==> src/rtl/pipe_ctrl.sv <==
// Pipeline control for the 5-stage MIPS core: stall-vector merge, exception/eret
// flush sequencing, MEM-stall watchdog and a saturating stall-cycle counter.
module pipe_ctrl #(
  parameter logic [31:0] EXC_VECTOR   = 32'h0000_0020,
  parameter int unsigned FLUSH_CYCLES = 2,
  parameter int unsigned TIMEOUT      = 64
) (
  input  logic        clk,
  input  logic        rst_n,
  input  logic        stallreq_id,
  input  logic        stallreq_ex,
  input  logic        stallreq_mem,
  input  logic        exc_valid,
  input  logic        exc_eret,
  input  logic [31:0] epc,
  output logic [5:0]  stop,
  output logic        flush,
  output logic [31:0] new_pc,
  output logic        timeout_exc,
  output logic [31:0] stall_cycles
);

  typedef enum logic {
    RUN   = 1'b0,
    FLUSH = 1'b1
  } state_t;

  localparam logic [3:0] FLUSH_LAST = 4'(FLUSH_CYCLES - 1);
  localparam logic [7:0] WD_LAST    = 8'(TIMEOUT - 1);

  state_t      r_state;
  state_t      w_state_nxt;
  logic [3:0]  r_flush_cnt;
  logic [3:0]  w_flush_cnt_nxt;
  logic [7:0]  r_wd_cnt;
  logic [7:0]  w_wd_cnt_nxt;
  logic        r_flush;
  logic        w_flush_nxt;
  logic [31:0] r_new_pc;
  logic [31:0] w_new_pc_nxt;
  logic        r_timeout;
  logic        w_timeout_nxt;
  logic [31:0] r_stall_cnt;
  logic        w_wd_fire;
  logic [5:0]  w_stop;

  // Stall requests are ignored while flushing and while reset is asserted.
  always_comb begin
    w_stop = 6'b000000;
    if (rst_n && (r_state == RUN)) begin
      if (stallreq_mem)     w_stop = 6'b011111;
      else if (stallreq_ex) w_stop = 6'b001111;
      else if (stallreq_id) w_stop = 6'b000111;
    end
  end

  assign w_wd_fire = (r_state == RUN) && stallreq_mem && (r_wd_cnt == WD_LAST);

  always_ff @(posedge clk) begin
    if (!rst_n) begin
      r_state     <= RUN;
      r_flush_cnt <= 4'd0;
      r_wd_cnt    <= 8'd0;
      r_flush     <= 1'b0;
      r_new_pc    <= 32'd0;
      r_timeout   <= 1'b0;
    end else begin
      r_state     <= w_state_nxt;
      r_flush_cnt <= w_flush_cnt_nxt;
      r_wd_cnt    <= w_wd_cnt_nxt;
      r_flush     <= w_flush_nxt;
      r_new_pc    <= w_new_pc_nxt;
      r_timeout   <= w_timeout_nxt;
    end
  end

  // Watchdog count only survives consecutive MEM stalls in RUN; anything else clears it.
  always_comb begin
    w_state_nxt     = r_state;
    w_flush_cnt_nxt = r_flush_cnt;
    w_flush_nxt     = r_flush;
    w_new_pc_nxt    = r_new_pc;
    w_timeout_nxt   = 1'b0;
    w_wd_cnt_nxt    = 8'd0;
    case (r_state)
      RUN: begin
        w_timeout_nxt = w_wd_fire;
        if (exc_valid || w_wd_fire) begin
          w_state_nxt     = FLUSH;
          w_flush_nxt     = 1'b1;
          w_flush_cnt_nxt = FLUSH_LAST;
          w_new_pc_nxt    = (exc_valid && exc_eret) ? epc : EXC_VECTOR;
        end else if (stallreq_mem) begin
          w_wd_cnt_nxt = r_wd_cnt + 8'd1;
        end
      end
      FLUSH: begin
        if (r_flush_cnt == 4'd0) begin
          w_state_nxt = RUN;
          w_flush_nxt = 1'b0;
        end else begin
          w_flush_cnt_nxt = r_flush_cnt - 4'd1;
        end
      end
      default: w_state_nxt = RUN;
    endcase
  end

  always_ff @(posedge clk) begin
    if (!rst_n) begin
      r_stall_cnt <= 32'd0;
    end else if (w_stop[0] && (r_stall_cnt != 32'hFFFF_FFFF)) begin
      r_stall_cnt <= r_stall_cnt + 32'd1;
    end
  end

  assign stop         = w_stop;
  assign flush        = r_flush;
  assign new_pc       = r_new_pc;
  assign timeout_exc  = r_timeout;
  assign stall_cycles = r_stall_cnt;

endmodule

==> config.mk <==
export PLATFORM = sky130hd
export DESIGN_NAME = pipe_ctrl
export DESIGN_NICKNAME = d
export VERILOG_FILES = /design/src/rtl/pipe_ctrl.sv
export SDC_FILE = /design/constraint.sdc
export NUM_CORES = 1
export LEC_CHECK = 0
export BUFFER_PORTS_ARGS = -buffer_cell sky130_fd_sc_hd__buf_2
export CORE_MARGIN = 2
export CORE_UTILIZATION = 50
export DETAILED_ROUTE_END_ITERATION = 12
export PLACE_DENSITY = 0.79
export SYNTH_ARGS = -nofsm -noshare
export SYNTH_HDL_FRONTEND = slang
export SYNTH_SLANG_ARGS = --single-unit
==> constraint.sdc <==
create_clock -name clk -period 5.95 [get_ports clk]
set_input_delay 0.2975 -clock clk [delete_from_list [all_inputs] [get_ports clk]]
set_output_delay 0.2975 -clock clk [all_outputs]
set_load 0.02 [all_outputs]
==> impl_metrics.tcl, run 1 <==
set metrics [dict create \
    start_util_pct 51.45 \
    rsz0062_at_grt "no" \
    power_leakage_nw 1.698 \
    async_flop_share_pct 0 \
    ys_types 47 \
    syn_nets 459 \
    synth_flop_cell "dfxtp_1" \
    cpPeakStageDelay_ns 0.58 \
    antenna_found_initial 0 \
    cts_buffers 9 \
    hold-worst-slack_ns 0.1787 \
    hold_path.class "in2reg" \
    startpoint_type "input port" \
    slowest_stage "buf_4" \
    clkSlewWorstSetupHoldPaths_ns 0.09 \
    clock_sinks 79 \
    place_area_um2 4020 \
    cts_resized 0 \
    setup_viol 0 \
    skew_ns 0.01212 \
    fin_tns_setup_ns 0 \
    wl_met1_um 3617 \
    tightest_slew_ns 1.178 \
    grt_remaining_overflow 0 \
    dp_hpwl_um 5468 \
    layout-drive-gt1-share_pct 26.27 \
    grt_pass1_vias 2958 \
    netlist_top_cells_area "dfxtp_1 (45%), o21ai_0 (7.2%), nand4_1 (6.6%)" \
    drtIter0Drc 151 \
    synthCells 417 \
    cts_max_level 3 \
    drc 0 \
    cts_tree "done" \
    post-route-util_pct 62.34 \
    route.met3.wl_um 537 \
    areaGrowthSynthToFinish_pct 21.15 \
    die_w_um 87.62 \
    nNetsFinal 547 \
    period_share_pct 40.56 \
    status "finished clean" \
    die_h_um 87.62 \
    synth_commonest_cells "dfxtp_1 (79), nand2_1 (50), o21ai_0 (50), nand4_1 (37), a21oi_1 (23)" \
    required_ns 6.21 \
    drv_cap 0 \
    clock_path_buffers 2 \
    antenna_cells 0 \
    grt_pass1_wl_um 13230 \
    wl_met2_um 3988 \
    timing_worst_setup_path_type "in2reg" \
    synth_top_cell_area_share_pct 45.24 \
    yosysTopAreaCell "dfxtp_1" \
    maxSlewHeadroom_pct 21.29 \
    synth_area_um2 3496 \
    finalInstanceArea_um2 4235 \
    grt_max_degree 80 \
    cp_max_fo 79 \
    track_usage_pct 21.13 \
    io_pins 111 \
    synth_area_per_cell_um2 8.383 \
    critPathArrivalTime_ns 2.67 \
    synth-warning-count 0 \
    drv_slew 0 \
    numPortBuffers 109 \
    routed_wl_um 8195 \
    synth-edff-count 0 \
    ctsHoldBuffers 0 \
    wl_per_cell_um 13.52 \
    drtAntennaViolNets 0 \
    worst_setup_path_end_kind "register" \
    vias_per_cell 5.510 \
    vias 3339 \
    fin_crit_ns 2.413 \
    path_cells "buf_2, buf_4, nor2b_4, nand4_4, a311o_1, or4_1, a21oi_1" \
    fmax_mhz 414.4 \
    finalHoldViolations 0 \
    clk_latency_ns 0.34 \
    ir_worst_vdd_mv 0.1681 \
    dr.pass1.iters 4 \
    yosysMostFrequentCell "dfxtp_1" \
    fp.coreArea_um2 6794 \
    die_area_um2 7676 \
    power.density_nw_per_um2 252.0 \
    ys_ff_latch 79 \
    place_congestion 0.7671 \
    power_w 0.001067 \
    cts-root-buf "clkbuf_8" \
    num_rows 30 \
    highest_layer "met4" \
    post_cts_buffers 0 \
    ys_seq_area_share_pct 45.24 \
]
==> cell usage in the layout, fill, tap and decap left out, drive strengths merged, types with 3 or more instances in the layout <==
cell | Yosys | layout
inv | 10 | 11
nor2 | 22 | 22
or3 | 17 | 17
nor4 | 3 | 3
nor3 | 5 | 5
xor2 | 5 | 5
nor2b | 5 | 5
buf | 14 | 110
o31ai | 9 | 9
o21ai | 50 | 50
ha | 3 | 3
nand4 | 39 | 39
and3 | 3 | 3
nand3 | 14 | 14
nand2 | 50 | 50
nand2b | 3 | 3
and2 | 4 | 4
clkbuf | 19 | 11
o211ai | 6 | 6
mux2i | 3 | 3
xnor2 | 3 | 3
a21oi | 23 | 23
dfxtp | 79 | 79
or4 | 10 | 10
==> worst max-delay path, delay by kind of cell <==
kind            cells  cell delay, ns
compound gates      2            0.68
buf+inv             2            0.66
simple gates        3            1.01
==> power breakdown <==
part	internal [W]	switching, W	leakage [nW]
sequential	0.000541	0.0000108	0.639
clock	0.000220	0.000198	0.106
combinational	0.0000325	0.0000647	0.952
==> final timing paths <==
| kind | start | to | slack (ns) | cells past startpoint |
|---|---|---|---|---|
| setup / recovery | rst_n | stall_cycles[31]$_SDFFE_PN0P_ | 3.54 | 7 |
| hold / removal | epc[7] | new_pc[7]$_SDFFE_PN0P_ | 0.18 | 3 |
| setup reg to reg | r_wd_cnt[0]$_SDFF_PP0_ | new_pc[5]$_SDFFE_PN0P_ | 3.57 | 6 |
| hold reg to reg | new_pc[12]$_SDFFE_PN0P_ | new_pc[12]$_SDFFE_PN0P_ | 0.46 | 2 |
==> cell families after synthesis <==
kind of cell               count (synthesis)  synth area share (%)
DFF                                       79                 45.24
xor gates and xnor gates                   8                 2.004
adders and majority gates                  3                 1.074
other                                      1                0.1073
and+or+nand+nor                          184                 29.53
buffers and inverters                     43                 5.548
muxes                                      3                0.8590
AOI/OAI and AO/OA                         96                 15.64
==> final cells by class <==
class,instances,area (um^2)
inverters,10,37.54
well taps,96,120.1
fillers,606,2559
clock buffers,11,151.4
multi-input cells,295,1728
clock inverters,5,63.81
flip-flops and latches,79,1582
repair buffers,110,553.0
==> flip-flops by register name, summed over array words and instances (netlist names) <==
name          flops
new_pc           32
stall_cycles     32
r_wd_cnt          8
r_flush_cnt       4
flush             1
r_state           1
timeout_exc       1
==> metal layers <==
| metal | track usage [%] | vias up |
|---|---|---|
| li1 | - | 1692 |
| met1 | 26.84 | 1535 |
| met2 | 35.47 | 106 |
| met3 | 4.995 | 6 |
| met4 | 6.993 | 0 |
| met5 | 0 | - |
==> through the flow <==
stage	setup slack (ns)	instances
after global routing	3.335	606
after detailed placement	3.223	590
after global placement	3.307	590
after CTS	3.564	606
after floorplan	3.892	417
final	3.537	606
(Power assumes the default switching activity.)
==> run 2: changes to the inputs <==
==> constraint.sdc (replaced) <==
create_clock -name clk -period 2.4 [get_ports clk]
set_input_delay 0.12 -clock clk [delete_from_list [all_inputs] [get_ports clk]]
set_output_delay 0.12 -clock clk [all_outputs]
set_load 0.02 [all_outputs]
==> impl_metrics.tcl, run 2 (synthesized netlist as in run 1, its figures left out) <==
set metrics [dict create \
    status "finished clean" \
    drtAntennaViolNets 0 \
    nNetsFinal 563 \
    rsz0062_at_grt "no" \
    cts_tree "done" \
    clock_path_buffers 2 \
    vias 3399 \
    crit_cells 6 \
    crit_family "simple AND/OR/NAND/NOR gates" \
    worstHoldPathCells 3 \
    die_w_um 87.62 \
    route.met3.wl_um 585 \
    min_to "new_pc[1]$_SDFFE_PN0P_" \
    clock_sinks 79 \
    routed_wl_um 8376 \
    die_h_um 87.62 \
    highest_layer "met4" \
    drv_cap 0 \
    layout-drive-gt1-share_pct 26.24 \
    grt_pass1_vias 3141 \
    post_cts_buffers 0 \
    mostFrequentLayoutCells "buf_2 (109), dfxtp_1 (79), nand2_1 (50), o21ai_0 (50), nand4_1 (37)" \
    numPortBuffers 109 \
    fmax_mhz 449.1 \
    cpPeakStageDelay_ns 0.55 \
    final_common_cell "buf_2" \
    grt_max_degree 78 \
    timing_worst_setup_path_type "reg2reg" \
    drc 0 \
    maxSlewHeadroom_pct 50.68 \
    clk_latency_ns 0.35 \
    path_cells "ha_1, and4_1, nor2b_1, a311o_2, or4_1, a21oi_1" \
    antenna_found_initial 0 \
    fin_tns_setup_ns 0 \
    areaGrowthSynthToFinish_pct 25.98 \
    clkSlewWorstSetupHoldPaths_ns 0.08 \
    cts_max_level 3 \
    critPathArrivalTime_ns 2.50 \
    setup_viol 0 \
    tightest_slew_ns 0.7398 \
    fin_crit_ns 2.227 \
    power_leakage_nw 1.780 \
    num_rows 30 \
    worst_setup_path_end_kind "register" \
    skew_ns 0.01337 \
    cts-root-buf "clkbuf_8" \
    start_util_pct 51.45 \
    wl_met1_um 3625 \
    hold_start "epc[1]" \
    required_ns 2.67 \
    rr_startpoint "stall_cycles[0]$_SDFFE_PN0P_" \
    drv_slew 0 \
    hold_path.class "in2reg" \
    vias_per_cell 5.465 \
    cts_buffers 9 \
    drtIter0Drc 138 \
    io_pins 111 \
    startpoint_type "register" \
    power.density_nw_per_um2 620.2 \
    hold-worst-slack_ns 0.004469 \
    wl_per_cell_um 13.47 \
    cp_max_fo 22 \
    dp_hpwl_um 5550 \
    finalHoldViolations 0 \
    rr_worst_depth 6 \
    timing.rr.end "stall_cycles[31]$_SDFFE_PN0P_" \
    ir_worst_vdd_mv 0.4495 \
    reg2reg_slack_ns 0.17 \
    period_share_pct 92.79 \
    die_area_um2 7676 \
    crit_buf_inv 0 \
    grt_remaining_overflow 0 \
    antenna_cells 0 \
    dr.pass1.iters 5 \
    place_congestion 0.8315 \
    wl_met2_um 4054 \
    fp.coreArea_um2 6794 \
    slowest_stage "or4_1" \
    grt_pass1_wl_um 13760 \
    track_usage_pct 21.97 \
]
==> run 2: area by class of cell <==
cell class                 count  area (um^2)
fill                         582         2390
multi-input combinational    295         1729
sequential                    79         1582
timing repair buffer         126        715.7
clock buffer                  11        141.4
tap                           96        120.1
clock inverter                 5        78.83
inverter                      10        37.54
==> run 2: worst max path at each step <==
stage                                       from                       endpoint  slack [ns]
floorplan           stall_cycles[0]$_SDFFE_PN0P_  stall_cycles[19]$_SDFFE_PN0P_        0.34
global placement    stall_cycles[0]$_SDFFE_PN0P_  stall_cycles[31]$_SDFFE_PN0P_        0.17
detailed placement  stall_cycles[0]$_SDFFE_PN0P_  stall_cycles[31]$_SDFFE_PN0P_        0.11
CTS                 stall_cycles[0]$_SDFFE_PN0P_  stall_cycles[31]$_SDFFE_PN0P_        0.08
global route        stall_cycles[0]$_SDFFE_PN0P_  stall_cycles[29]$_SDFFE_PN0P_        0.02
finish              stall_cycles[0]$_SDFFE_PN0P_  stall_cycles[31]$_SDFFE_PN0P_        0.17
==> run 2: what timing repair did <==
item,in CTS,in global routing
hold buffers,12,0
hold endpoints to repair,12,0
setup endpoints to repair,0,4
resized for setup,0,1
==> run 2: per-stage QoR <==
stage | std cells | util, % | cell area (um^2) | total power [W] | setup WS, ns
CTS | 622 | 64.81 | 4403 | 0.002752 | 0.07824
floorplan | 417 | - | 3496 | 0.001558 | 0.3419
finish | 622 | 64.83 | 4404 | 0.002731 | 0.1731
detailed placement | 594 | 59.80 | 4063 | 0.001652 | 0.1053
global route | 622 | 64.83 | 4404 | 0.002836 | 0.02057
global placement | 594 | 59.80 | 4063 | 0.001641 | 0.1731
==> run 2: per-layer routing <==
metal / up-vias / track usage, %
met1: 1571 / 27.50
met5: - / 0
met2: 104 / 36.57
met3: 9 / 5.372
met4: 0 / 8.531
li1: 1715 / -
==> run 2: worst reg2reg max path, stage by stage (launching register included) <==
cell and delay, ns:
dfxtp_1 0.35, ha_1 0.23, and4_1 0.23, nor2b_1 0.13, a311o_2 0.50, or4_1 0.55
a21oi_1 0.15
==> run 2: where the power goes <==
| group | internal [W] | leakage, nW | switching [W] |
|---|---|---|---|
| clock network | 0.000615 | 0.114 | 0.000478 |
| registers | 0.00134 | 0.639 | 0.0000226 |
| logic | 0.000102 | 1.03 | 0.000171 |
| total | 0.00206 | 1.78 | 0.000673 |
==> run 3: changes to the inputs <==
--- a/config.mk
+++ b/config.mk
@@ -6,10 +6,12 @@
 export NUM_CORES = 1
 export LEC_CHECK = 0
 export BUFFER_PORTS_ARGS = -buffer_cell sky130_fd_sc_hd__buf_2
+export CORE_ASPECT_RATIO = 0.5
 export CORE_MARGIN = 2
 export CORE_UTILIZATION = 50
 export DETAILED_ROUTE_END_ITERATION = 12
-export PLACE_DENSITY = 0.79
+export PLACE_DENSITY = 0.78
+export SLEW_MARGIN = 15
 export SYNTH_ARGS = -nofsm -noshare
 export SYNTH_HDL_FRONTEND = slang
 export SYNTH_SLANG_ARGS = --single-unit
==> impl_metrics.tcl, run 3 (synthesized netlist as in run 1, its figures left out) <==
set metrics [dict create \
    status "finished clean" \
    fillers 614 \
    die_w_um 122.3 \
    finalHoldViolations 0 \
    num_rows 21 \
    cp_max_fo 14 \
    ir_worst_vdd_mv 0.4255 \
    clock_path_buffers 2 \
    cts_tree "done" \
    regArea_um2 1582 \
    startpoint_type "register" \
    mostFrequentLayoutCells "buf_2 (109), dfxtp_1 (79), nand2_1 (50), o21ai_0 (50), nand4_1 (37)" \
    io_pins 111 \
    worst_setup_path_end_kind "register" \
    areaGrowthSynthToFinish_pct 26.31 \
    nNetsFinal 555 \
    layout-drive-gt1-share_pct 26.89 \
    start_util_pct 51.97 \
    cts_buffers 9 \
    min_to "new_pc[4]$_SDFFE_PN0P_" \
    critPathArrivalTime_ns 2.48 \
    drtIter0Drc 207 \
    tightest_slew_ns 0.6194 \
    cts_max_level 3 \
    grt_remaining_overflow 0 \
    setup_ws_ns 0.1906 \
    timing_worst_setup_path_type "reg2reg" \
    die_area_um2 7717 \
    grt_pass1_vias 3030 \
    vias_per_cell 5.499 \
    post-route-util_pct 65.64 \
    drtAntennaViolNets 0 \
    fin_tns_setup_ns 0 \
    post_cts_buffers 0 \
    rr_worst_depth 7 \
    fin_crit_ns 2.209 \
    rr_startpoint "stall_cycles[0]$_SDFFE_PN0P_" \
    hold_start "epc[4]" \
    slowest_stage "a311o_1" \
    drv_cap 0 \
    cts-root-buf "clkbuf_16" \
    power_w 0.003142 \
    final_common_cell "buf_2" \
    skew_ns 0.005605 \
    cts_resized 0 \
    cpPeakStageDelay_ns 0.51 \
    track_usage_pct 22.52 \
    routed_wl_um 8132 \
    period_share_pct 92.06 \
    multi_input_area_um2 1728 \
    ctsHoldBuffers 0 \
    maxSlewHeadroom_pct 58.70 \
    power_leakage_nw 1.795 \
    grt_pass1_wl_um 13910 \
    rsz0062_at_grt "no" \
    dp_hpwl_um 5586 \
    hold_path.class "in2reg" \
    clkSlewWorstSetupHoldPaths_ns 0.06 \
    timing.rr.end "stall_cycles[25]$_SDFFE_PN0P_" \
    antenna_found_initial 0 \
    grt_max_degree 67 \
    reg2reg_slack_ns 0.19 \
    dr.pass1.iters 4 \
    clock_sinks 79 \
    drc 0 \
    fmax_mhz 452.6 \
    power.density_nw_per_um2 711.6 \
    path_cells "ha_1, and4_1, nor2b_1, a311o_1, buf_4, or3_1, a21oi_1" \
    wl_per_cell_um 13.35 \
    clk_latency_ns 0.34 \
    place_congestion 0.7762 \
    required_ns 2.67 \
    drv_slew 0 \
    antenna_cells 0 \
    fp.coreArea_um2 6726 \
    setup_viol 0 \
    pre_cts_ws_ns 0.2101 \
    vias 3349 \
    worstHoldPathCells 3 \
    die_h_um 63.13 \
    numPortBuffers 109 \
]
## run 3: power breakdown
part | switching [W] | internal, W | total, W
Combinational | 0.000170 | 0.0000915 | 0.000261
Clock | 0.000507 | 0.00101 | 0.00151
Sequential | 0.0000223 | 0.00134 | 0.00137
Total | 0.000698 | 0.00244 | 0.00314
## run 3: how the worst max path moves through the flow
stage,from,to,slack (ns)
after global placement,stall_cycles[0]$_SDFFE_PN0P_,stall_cycles[25]$_SDFFE_PN0P_,0.26
after floorplan,stall_cycles[0]$_SDFFE_PN0P_,stall_cycles[19]$_SDFFE_PN0P_,0.34
after global routing,stall_cycles[0]$_SDFFE_PN0P_,stall_cycles[16]$_SDFFE_PN0P_,0.06
after CTS,stall_cycles[0]$_SDFFE_PN0P_,stall_cycles[25]$_SDFFE_PN0P_,0.20
after detailed placement,stall_cycles[0]$_SDFFE_PN0P_,stall_cycles[25]$_SDFFE_PN0P_,0.21
final,stall_cycles[0]$_SDFFE_PN0P_,stall_cycles[25]$_SDFFE_PN0P_,0.19
## run 3: layout make-up
class                   count  share of cell area [%]
flip-flops and latches     79                   35.82
repair buffers            118                   14.17
clock buffers              11                   5.271
multi-input cells         295                   39.13
well taps                  92                   2.607
clock inverters             4                   2.154
inverters                  10                  0.8501
## run 3: stage by stage
stage          hold slack (ns)  area [um^2]  cells
2_1_floorplan           0.2633         3496    417
3_3_place_gp            0.3491         4088    594
3_5_place_dp            0.3583         4088    594
4_1_cts               0.007541         4415    609
5_1_grt                0.03513         4415    609
6_report               0.01321         4415    609
## run 3: layer usage
metal	GRT usage [%]	up-vias	wire length, um
met5	0	-	0
met4	9.195	0	134
met1	27.55	1547	3682
li1	-	1711	-
met3	6.793	13	458
met2	37.08	78	3856
## run 3: critical path: cells and delay by family (launching register included)
family	cells	cell delay (ns)
compound gates	2	0.64
fa+ha+maj	1	0.24
buf+inv	1	0.23
flops	1	0.34
simple gates	3	0.70
